$ cat config.mk
export PLATFORM = sky130hd
export DESIGN_NAME = t09_pulse_stretcher
export DESIGN_NICKNAME = d
export VERILOG_FILES = /design/src/rtl/t09_pkg.sv /design/src/rtl/t09_stretch_ch.sv /design/src/rtl/t09_pulse_stretcher.sv
export SDC_FILE = /design/constraint.sdc
export NUM_CORES = 1
export LEC_CHECK = 0
export ABC_AREA = 1
export ABC_CLOCK_PERIOD_IN_PS = 1100
export CAP_MARGIN = 20
export CELL_PAD_IN_SITES_DETAIL_PLACEMENT = 1
export CELL_PAD_IN_SITES_GLOBAL_PLACEMENT = 2
export CORE_MARGIN = 2
export CORE_UTILIZATION = 25
export CTS_CLUSTER_SIZE = 10
export DETAILED_ROUTE_END_ITERATION = 7
export GPL_TIMING_DRIVEN = 1
export PLACE_DENSITY_LB_ADDON = 0.15
export SETUP_SLACK_MARGIN = 0.4
export SLEW_MARGIN = 30
export SYNTH_ARGS = -nofsm -noshare
export SYNTH_HDL_FRONTEND = slang
export SYNTH_SLANG_ARGS = --single-unit
$ cat constraint.sdc
create_clock -name clk -period 1.1 [get_ports clk]
set_input_delay 0.22 -clock clk [delete_from_list [all_inputs] [get_ports clk]]
set_output_delay 0.22 -clock clk [all_outputs]
set_load 0.01 [all_outputs]
$ cat src/rtl/t09_pkg.sv
// rtl/t09_pkg.sv - shared direction encodings and helpers for the pulse stretcher
package t09_pkg;

  localparam logic [3:0] DIR_UP    = 4'b1000;
  localparam logic [3:0] DIR_DOWN  = 4'b0100;
  localparam logic [3:0] DIR_LEFT  = 4'b0010;
  localparam logic [3:0] DIR_RIGHT = 4'b0001;
  localparam logic [3:0] DIR_RESET = DIR_RIGHT;

  function automatic logic is_onehot4(input logic [3:0] v);
    return (v != 4'b0000) && ((v & (v - 4'd1)) == 4'b0000);
  endfunction

  // A non-one-hot argument maps to zero so it can never match a real pulse.
  function automatic logic [3:0] opposite_dir(input logic [3:0] d);
    logic [3:0] r;
    case (d)
      DIR_UP:    r = DIR_DOWN;
      DIR_DOWN:  r = DIR_UP;
      DIR_LEFT:  r = DIR_RIGHT;
      DIR_RIGHT: r = DIR_LEFT;
      default:   r = 4'b0000;
    endcase
    return r;
  endfunction

endpackage

$ cat src/rtl/t09_stretch_ch.sv
// rtl/t09_stretch_ch.sv - one stretch channel: down-counter with load/clear and level output
module t09_stretch_ch #(
  parameter int unsigned LEN   = 10,
  parameter int unsigned CNT_W = 4
) (
  input  logic clk,
  input  logic rst,
  input  logic load_i,
  input  logic clear_i,
  output logic level_o
);

  localparam logic [CNT_W-1:0] LOAD_VAL = CNT_W'(LEN);

  logic [CNT_W-1:0] cnt_q, cnt_d;

  // Clear beats load so a cancelling event always wins within the same cycle.
  always_comb begin
    cnt_d = cnt_q;
    if (clear_i) begin
      cnt_d = '0;
    end else if (load_i) begin
      cnt_d = LOAD_VAL;
    end else if (cnt_q != '0) begin
      cnt_d = cnt_q - 1'b1;
    end
  end

  always_ff @(posedge clk) begin
    if (rst) begin
      cnt_q <= '0;
    end else begin
      cnt_q <= cnt_d;
    end
  end

  assign level_o = (cnt_q != '0);

endmodule

$ cat src/rtl/t09_pulse_stretcher.sv
// rtl/t09_pulse_stretcher.sv - stretches game event pulses and tracks direction / game-over state
module t09_pulse_stretcher
  import t09_pkg::*;
#(
  parameter int unsigned STRETCH_LEN = 10,
  parameter int unsigned CNT_W       = 4
) (
  input  logic       clk,
  input  logic       rst,
  input  logic       goodColl_p,
  input  logic       badColl_p,
  input  logic       button_p,
  input  logic [3:0] direction_p,
  input  logic       dir_ack,
  output logic       goodColl_s,
  output logic       badColl_s,
  output logic       button_s,
  output logic [3:0] dir_q,
  output logic       dir_changed,
  output logic       game_over
);

  if ((STRETCH_LEN < 1) || (STRETCH_LEN > (2 ** CNT_W) - 1)) begin : g_len_check
    $error("STRETCH_LEN must lie in 1 .. 2^CNT_W-1");
  end

  logic       good_clear;
  logic [3:0] dir_cur_q, dir_cur_d;
  logic       dir_chg_q, dir_chg_d;
  logic       game_over_q, game_over_d;
  logic       dir_accept;

  // A bad collision in the same cycle cancels the good one.
  assign good_clear = goodColl_p & badColl_p;

  t09_stretch_ch #(.LEN(STRETCH_LEN), .CNT_W(CNT_W)) u_good_ch (
    .clk     (clk),
    .rst     (rst),
    .load_i  (goodColl_p),
    .clear_i (good_clear),
    .level_o (goodColl_s)
  );

  t09_stretch_ch #(.LEN(STRETCH_LEN), .CNT_W(CNT_W)) u_bad_ch (
    .clk     (clk),
    .rst     (rst),
    .load_i  (badColl_p),
    .clear_i (1'b0),
    .level_o (badColl_s)
  );

  t09_stretch_ch #(.LEN(STRETCH_LEN), .CNT_W(CNT_W)) u_button_ch (
    .clk     (clk),
    .rst     (rst),
    .load_i  (button_p),
    .clear_i (1'b0),
    .level_o (button_s)
  );

  always_comb begin
    dir_accept  = is_onehot4(direction_p)
                  && (direction_p != opposite_dir(dir_cur_q))
                  && (direction_p != dir_cur_q)
                  && !game_over_q;
    dir_cur_d   = dir_accept ? direction_p : dir_cur_q;
    // A fresh update in the ack cycle keeps the flag set so it is not lost.
    dir_chg_d   = dir_accept | (dir_chg_q & ~dir_ack);
    game_over_d = game_over_q | badColl_p;
  end

  always_ff @(posedge clk) begin
    if (rst) begin
      dir_cur_q   <= DIR_RESET;
      dir_chg_q   <= 1'b0;
      game_over_q <= 1'b0;
    end else begin
      dir_cur_q   <= dir_cur_d;
      dir_chg_q   <= dir_chg_d;
      game_over_q <= game_over_d;
    end
  end

  assign dir_q       = dir_cur_q;
  assign dir_changed = dir_chg_q;
  assign game_over   = game_over_q;

endmodule
==> results.ini, run 1 <==
[status]
status = finished, violations left
violations = setup timing

[place]
place_congestion = 0.688
place_area_sq_um = 1170
dp_hpwl_um = 1650
portBuffers = 18

[logic_synthesis]
syn_inst = 113
synth_nets = 123
synth.most_common_cell = nand2_1
synth.cell_area_sq_um = 790
synth_cell_types = 18
synth.top_cell.area_share_pct = 45.6
async_reset_ff_share_pct = 0
synth.largest_area_cell = dfxtp_1
ys_warn_count = 0
yosysSeqAreaShare_pct = 45.6
synth.top_cells.by_area = dfxtp_1 46%, nand2_1 11%, inv_1 8.6%
synth_seq_cells = 18
synth_edf_count = 0
avgSynthCellArea_sq_um = 6.99
synth_ff_type = dfxtp_1
ys_top_cells_by_count = 23 x nand2_1, 18 x dfxtp_1, 18 x inv_1

[sta]
fin_ws_ns = -0.335
worstMarginPinSlew_ns = 0.241
setup_viol = 14
rsz0062_at_grt = true
fin_setup_tns_ns = -1.86
fin_skew_ns = 0.000737
hold_viol = 0
fin_crit_ns = 1.43
slew_violations = 0
period_share_pct = 130
max-slew-margin-rel_pct = 83.8
fmax_ghz = 0.697

[grt]
grt.met1_usage_pct = 18.5
overflow = 0
grt_pass1_vias = 948
grt_max_degree = 11
grt_util_met2_pct = 28.7
use_met3_pct = 2.16
grtUsageTotal_pct = 15.8
busiest_layer = met2
antenna_found_initial = 0
grt_pass1_wl_um = 4210

[final_layout]
antenna_cells = 0
fin_area_sq_um = 1600
drive_above_1_share_pct = 65.5
fillers = 375
syn_to_final_growth_pct = 103
final_nets = 185

[die]
core_sq_um = 3030
ios = 19
fp.dieW_um = 60.2
num_rows = 20
fp.dieH_um = 60.2
die_area_sq_um = 3620
initial_core_util_pct = 26.1

[clocking]
root_buffer = clkbuf_4
cts_tree = yes
cts.sinks = 18
htreeDepth = 1
path_clk_slew_ns = 0.11
clkLatencyLatePin_ns = 0.29
numCtsBuffers = 3
hold_buffers = 0
clockBufferDepth = 2

[pwr]
ir_worst_vdd_mv = 0.684
power_mw = 1.78
power.density_nw_per_um2 = 1110
cellLeakagePower_nw = 0.749

[drt]
dr.pass1.iters = 3
postRouteAntennaNets = 0
drc_errors = 0
vias = 928
drt_iter0_markers = 23
avgViaCountPerCell = 4.26
wl_um = 2690
avgRoutedWirePerCell_um = 12.3

[critical_path]
cp_max_fo = 2
crit_required_ns = 0.88
path_class = reg -> out
cp_top_family = simple AND/OR/NAND/NOR gates
cp_slowest_stage_delay_ns = 0.36
crit_path_start_kind = flip-flop
path_buf_inv = 1
cp_cell_sequence = nor2_4, nand2_2, or2_4, buf_6
cp.arrival_ns = 1.21
slowest_stage = dfxtp_2
endpoint_kind = output pin

[run]
drv_cap = 0

[hold_path]
hold_path.class = in -> reg

cells in the final DEF, fill, tap and decap left out, types with 3 or more instances in the layout:
cell / instances
o21ai_0: 3
nor2_1: 6
a21oi_2: 9
nor2_4: 3
buf_4: 17
buf_6: 30
dfxtp_4: 4
dfxtp_1: 6
dfxtp_2: 8
inv_1: 12
inv_2: 7
nor2_2: 10
nand2_1: 14
nand3_1: 3
clkbuf_4: 3
dlygate4sd2_1: 7
nand2_2: 9
logic make-up after synthesis:
kind of cell | count (synthesis) | share of synthesized area (%)
AO/OA/AOI/OAI | 19 | 12.8
buffers and inverters | 21 | 9.98
flip-flops | 18 | 45.6
AND/OR/NAND/NOR | 55 | 31.5
worst min-delay path: stages:
cell and delay (ns):
dlygate4sd2_1 0.26, nor2_2 0.06, nor2_2 0.09
metal layers:
layer | up-vias | wire length (um)
met1 | 443 | 1150
met3 | 2 | 58
met5 | - | 0
met2 | 10 | 1470
met4 | 0 | 20
li1 | 473 | -
registers in the layout, summed over array words and instances, names as in the netlist:
signal and count:
u_good_ch.cnt_q 4, dir_q 4, game_over 1, u_bad_ch.cnt_q 4, u_button_ch.cnt_q 4, dir_changed 1
report_power, final:
part / internal (mW) / switching (mW) / leakage (nW)
Combinational: 0.397 / 0.280 / 0.581
Clock: 0.132 / 0.226 / 0.0154
Sequential: 0.701 / 0.0473 / 0.153
per-stage QoR:
| stage | setup slack [ns] | util, % | hold slack (ns) | std cells |
|---|---|---|---|---|
| after floorplan | 0.106 | - | 0.289 | 113 |
| after global placement | -0.370 | 38.7 | 0.400 | 190 |
| after detailed placement | -0.399 | 38.7 | 0.405 | 190 |
| after CTS | -0.330 | 48.8 | 0.342 | 212 |
| after global routing | -0.414 | 53.0 | 0.373 | 218 |
| final | -0.335 | 53.0 | 0.362 | 218 |
repair_timing:
item | in CTS | in global routing
setup endpoints to repair | 27 | 26
endpoints found under the hold margin | 0 | 0
pin swaps | 16 | 10
buffers inserted | 18 | 6
gates resized for setup | 101 | 22
final timing paths:
check	start	slack, ns	cells past startpoint	to
setup reg to reg	u_good_ch.cnt_q[0]$_SDFFE_PP0P_	-0.26	10	u_good_ch.cnt_q[3]$_SDFFE_PP0P_
hold / removal	direction_p[2]	0.36	3	dir_q[2]$_SDFFE_PP0P_
setup / recovery	u_button_ch.cnt_q[1]$_SDFFE_PP0P_	-0.33	4	button_s
hold reg to reg	game_over$_SDFF_PP0_	0.50	2	game_over$_SDFF_PP0_
area by class of cell:
type / instances / area (sq um) / share of cell area [%]
timing repair buffer: 57 / 552 / 34.4
multi-input combinational: 74 / 504 / 31.4
clock inverter: 1 / 3.75 / 0.234
tap: 44 / 55.1 / 3.43
sequential: 18 / 385 / 24.0
clock buffer: 3 / 22.5 / 1.40
inverter: 21 / 81.3 / 5.07
No activity file was read; power rests on OpenSTA's default activity.
==> run 2, diff against run 1 <==
--- a/config.mk
+++ b/config.mk
@@ -7,7 +7,6 @@
 export LEC_CHECK = 0
 export ABC_AREA = 1
 export ABC_CLOCK_PERIOD_IN_PS = 1100
-export CAP_MARGIN = 20
 export CELL_PAD_IN_SITES_DETAIL_PLACEMENT = 1
 export CELL_PAD_IN_SITES_GLOBAL_PLACEMENT = 2
 export CORE_MARGIN = 2
@@ -17,6 +16,7 @@
 export GPL_TIMING_DRIVEN = 1
 export PLACE_DENSITY_LB_ADDON = 0.15
 export SETUP_SLACK_MARGIN = 0.4
+export SKIP_LAST_GASP = 1
 export SLEW_MARGIN = 30
 export SYNTH_ARGS = -nofsm -noshare
 export SYNTH_HDL_FRONTEND = slang
==> run 2 against run 1 <==
  * The run still ends with setup timing left
  * Die area unchanged
  * Non-clock buffer count is the same
  * Clock power is 1% lower
  * Count of clock-buffer cells in the layout stayed put
  * Global-route usage decreased by 0.45 points
  * Critical path depth unchanged
  * Worst hold slack improved by 0.0023 ns
  * Setup slack about the same
  * Register-to-register slack about the same
  * Sequential share of layout area rose by 0.17 points
==> results.ini, run 2 (same netlist as run 1, synthesis figures left out) <==
[final_layout]
drive_above_1_share_pct = 64.4  ; was 65.5%
final_common_cell = buf_6  ; unchanged
syn_to_final_growth_pct = 102  ; was 103%
layout_common_cells = 27 x buf_6, 20 x buf_4, 15 x nand2_1  ; was 30 x buf_6, 17 x buf_4, 14 x nand2_1
final_nets = 185  ; unchanged
utilization_pct = 52.6  ; was 53.0%
fin_area_sq_um = 1590  ; was 1600 sq um
fillers = 369  ; was 375
antenna_cells = 0  ; unchanged

[die]
ios = 19  ; unchanged
initial_core_util_pct = 26.1  ; unchanged
die_area_sq_um = 3620  ; unchanged
fp.dieH_um = 60.2  ; unchanged
core_sq_um = 3030  ; unchanged
num_rows = 20  ; unchanged
fp.dieW_um = 60.2  ; unchanged

[run]
drv_cap = 0  ; unchanged

[clocking]
cts.sinks = 18  ; unchanged
hold_buffers = 0  ; unchanged
clockBufferDepth = 2  ; unchanged
numCtsBuffers = 3  ; unchanged
clkLatencyLatePin_ns = 0.29  ; about the same
root_buffer = clkbuf_4  ; unchanged
path_clk_slew_ns = 0.11  ; about the same
cts_tree = yes  ; unchanged
htreeDepth = 1  ; unchanged

[critical_path]
path_class = reg -> out  ; unchanged
endpoint_kind = output pin  ; unchanged
cp.arrival_ns = 1.21  ; about the same
crit_path_start_kind = flip-flop  ; unchanged
crit_required_ns = 0.88  ; about the same
cp_max_fo = 2  ; unchanged

[place]
portBuffers = 18  ; unchanged
dp_hpwl_um = 1650  ; unchanged
place_congestion = 0.688  ; unchanged
place_area_sq_um = 1170  ; unchanged
pre_cts_ws_ns = -0.399  ; unchanged

[sta]
fin_ws_ns = -0.335  ; about the same
slew_violations = 0  ; unchanged
holdWs_ns = 0.364  ; was 0.362 ns
setup_viol = 14  ; unchanged
hold_viol = 0  ; unchanged
fmax_ghz = 0.697  ; about the same
worstMarginPinSlew_ns = 0.230  ; was 0.241 ns
max-slew-margin-rel_pct = 84.5  ; was 83.8%
rsz0062_at_grt = true  ; unchanged
fin_skew_ns = 0.00206  ; was 0.000737 ns
period_share_pct = 130  ; about the same
fin_crit_ns = 1.43  ; about the same

[drt]
avgRoutedWirePerCell_um = 12.4  ; was 12.3 um
postRouteAntennaNets = 0  ; unchanged
drt_iter0_markers = 28  ; was 23
drc_errors = 0  ; unchanged
avgViaCountPerCell = 4.26  ; about the same
wl_met1_um = 1130  ; was 1150 um
wl_um = 2690  ; about the same
met3_length_um = 71  ; was 58 um
dr.pass1.iters = 4  ; was 3
vias = 929  ; was 928
top_layer_used = met4  ; unchanged
met2_wirelength_um = 1440  ; was 1470 um

[grt]
overflow = 0  ; unchanged
grtUsageTotal_pct = 15.3  ; was 15.8%
grt_max_degree = 11  ; unchanged
grt_pass1_vias = 950  ; was 948
antenna_found_initial = 0  ; unchanged
grt_pass1_wl_um = 4150  ; was 4210 um

[pwr]
power.density_nw_per_um2 = 1110  ; about the same
cellLeakagePower_nw = 0.738  ; was 0.749 nW
power_mw = 1.77  ; was 1.78 mW
ir_worst_vdd_mv = 0.636  ; was 0.684 mV

[hold_path]
hold_path.class = in -> reg  ; unchanged

[status]
status = finished, violations left  ; unchanged
violations = setup timing  ; unchanged

## run 2: cell types whose count changed in the layout (fill, tap and decap cells not counted)
| cell | before | now |
|---|---|---|
| buf_4 | 17 | 20 |
| buf_6 | 30 | 27 |
| inv_1 | 12 | 13 |
| inv_2 | 7 | 6 |
| nand2_1 | 14 | 15 |
| nand2_4 | 2 | 1 |
| nand3_2 | 1 | 0 |
| nand3_4 | 2 | 3 |
## run 2: worst max-delay path, cell delays in order, from the launching register on
cell and delay (ns):
dfxtp_2 0.36, nor2_4 0.12, nand2_2 0.08, or2_4 0.25, buf_6 0.12
## run 2: path summary, 6_finish.rpt
check	startpoint	to	slack (ns)	depth (start not counted)
min	direction_p[2]	dir_q[2]$_SDFFE_PP0P_	0.36	3
min reg2reg	game_over$_SDFF_PP0_	game_over$_SDFF_PP0_	0.49	2
max reg2reg	u_bad_ch.cnt_q[1]$_SDFFE_PP0P_	u_bad_ch.cnt_q[3]$_SDFFE_PP0P_	-0.25	11
max	u_button_ch.cnt_q[1]$_SDFFE_PP0P_	button_s	-0.33	4
## run 2: area by class of cell
cell class / count / area [sq um] / area share, %
Multi-Input combinational cell: 74 / 504 / 31.7
Clock inverter: 1 / 3.75 / 0.236
Inverter: 21 / 81.3 / 5.11
Sequential cell: 18 / 385 / 24.2
Clock buffer: 3 / 22.5 / 1.41
Timing Repair Buffer: 57 / 541 / 33.9
Tap cell: 44 / 55.1 / 3.46
## run 2: through the flow
stage	TNS (ns)	cells
2_1_floorplan	0	113
3_3_place_gp	-3.00	190
3_5_place_dp	-3.49	190
4_1_cts	-1.64	212
5_1_grt	-2.92	218
6_report	-1.73	218
## run 2: timing repair
item	in CTS	in global routing
setup buffers	18	6
gates cloned	0	0
pin swaps	16	12
resized for setup	96	22
endpoints found under the setup margin	27	26
## run 2: layer usage
layer,up-vias,track usage [%]
li1,475,-
met1,431,18.9
met2,17,26.7
met3,6,2.16
met4,0,5.71
met5,-,0
## run 2: power breakdown
part | leakage (nW) | internal [mW] | switching, mW | total [mW]
Sequential | 0.153 | 0.701 | 0.0451 | 0.746
Combinational | 0.569 | 0.390 | 0.282 | 0.671
Clock | 0.0154 | 0.132 | 0.221 | 0.353
==> run 3, diff against run 2 <==
--- a/config.mk
+++ b/config.mk
@@ -11,6 +11,7 @@
 export CELL_PAD_IN_SITES_GLOBAL_PLACEMENT = 2
 export CORE_MARGIN = 2
 export CORE_UTILIZATION = 25
+export CTS_CLUSTER_DIAMETER = 100
 export CTS_CLUSTER_SIZE = 10
 export DETAILED_ROUTE_END_ITERATION = 7
 export GPL_TIMING_DRIVEN = 1
==> results of run 3 <==
No change in the layout: final DEF, timing and power equal those of run 2.
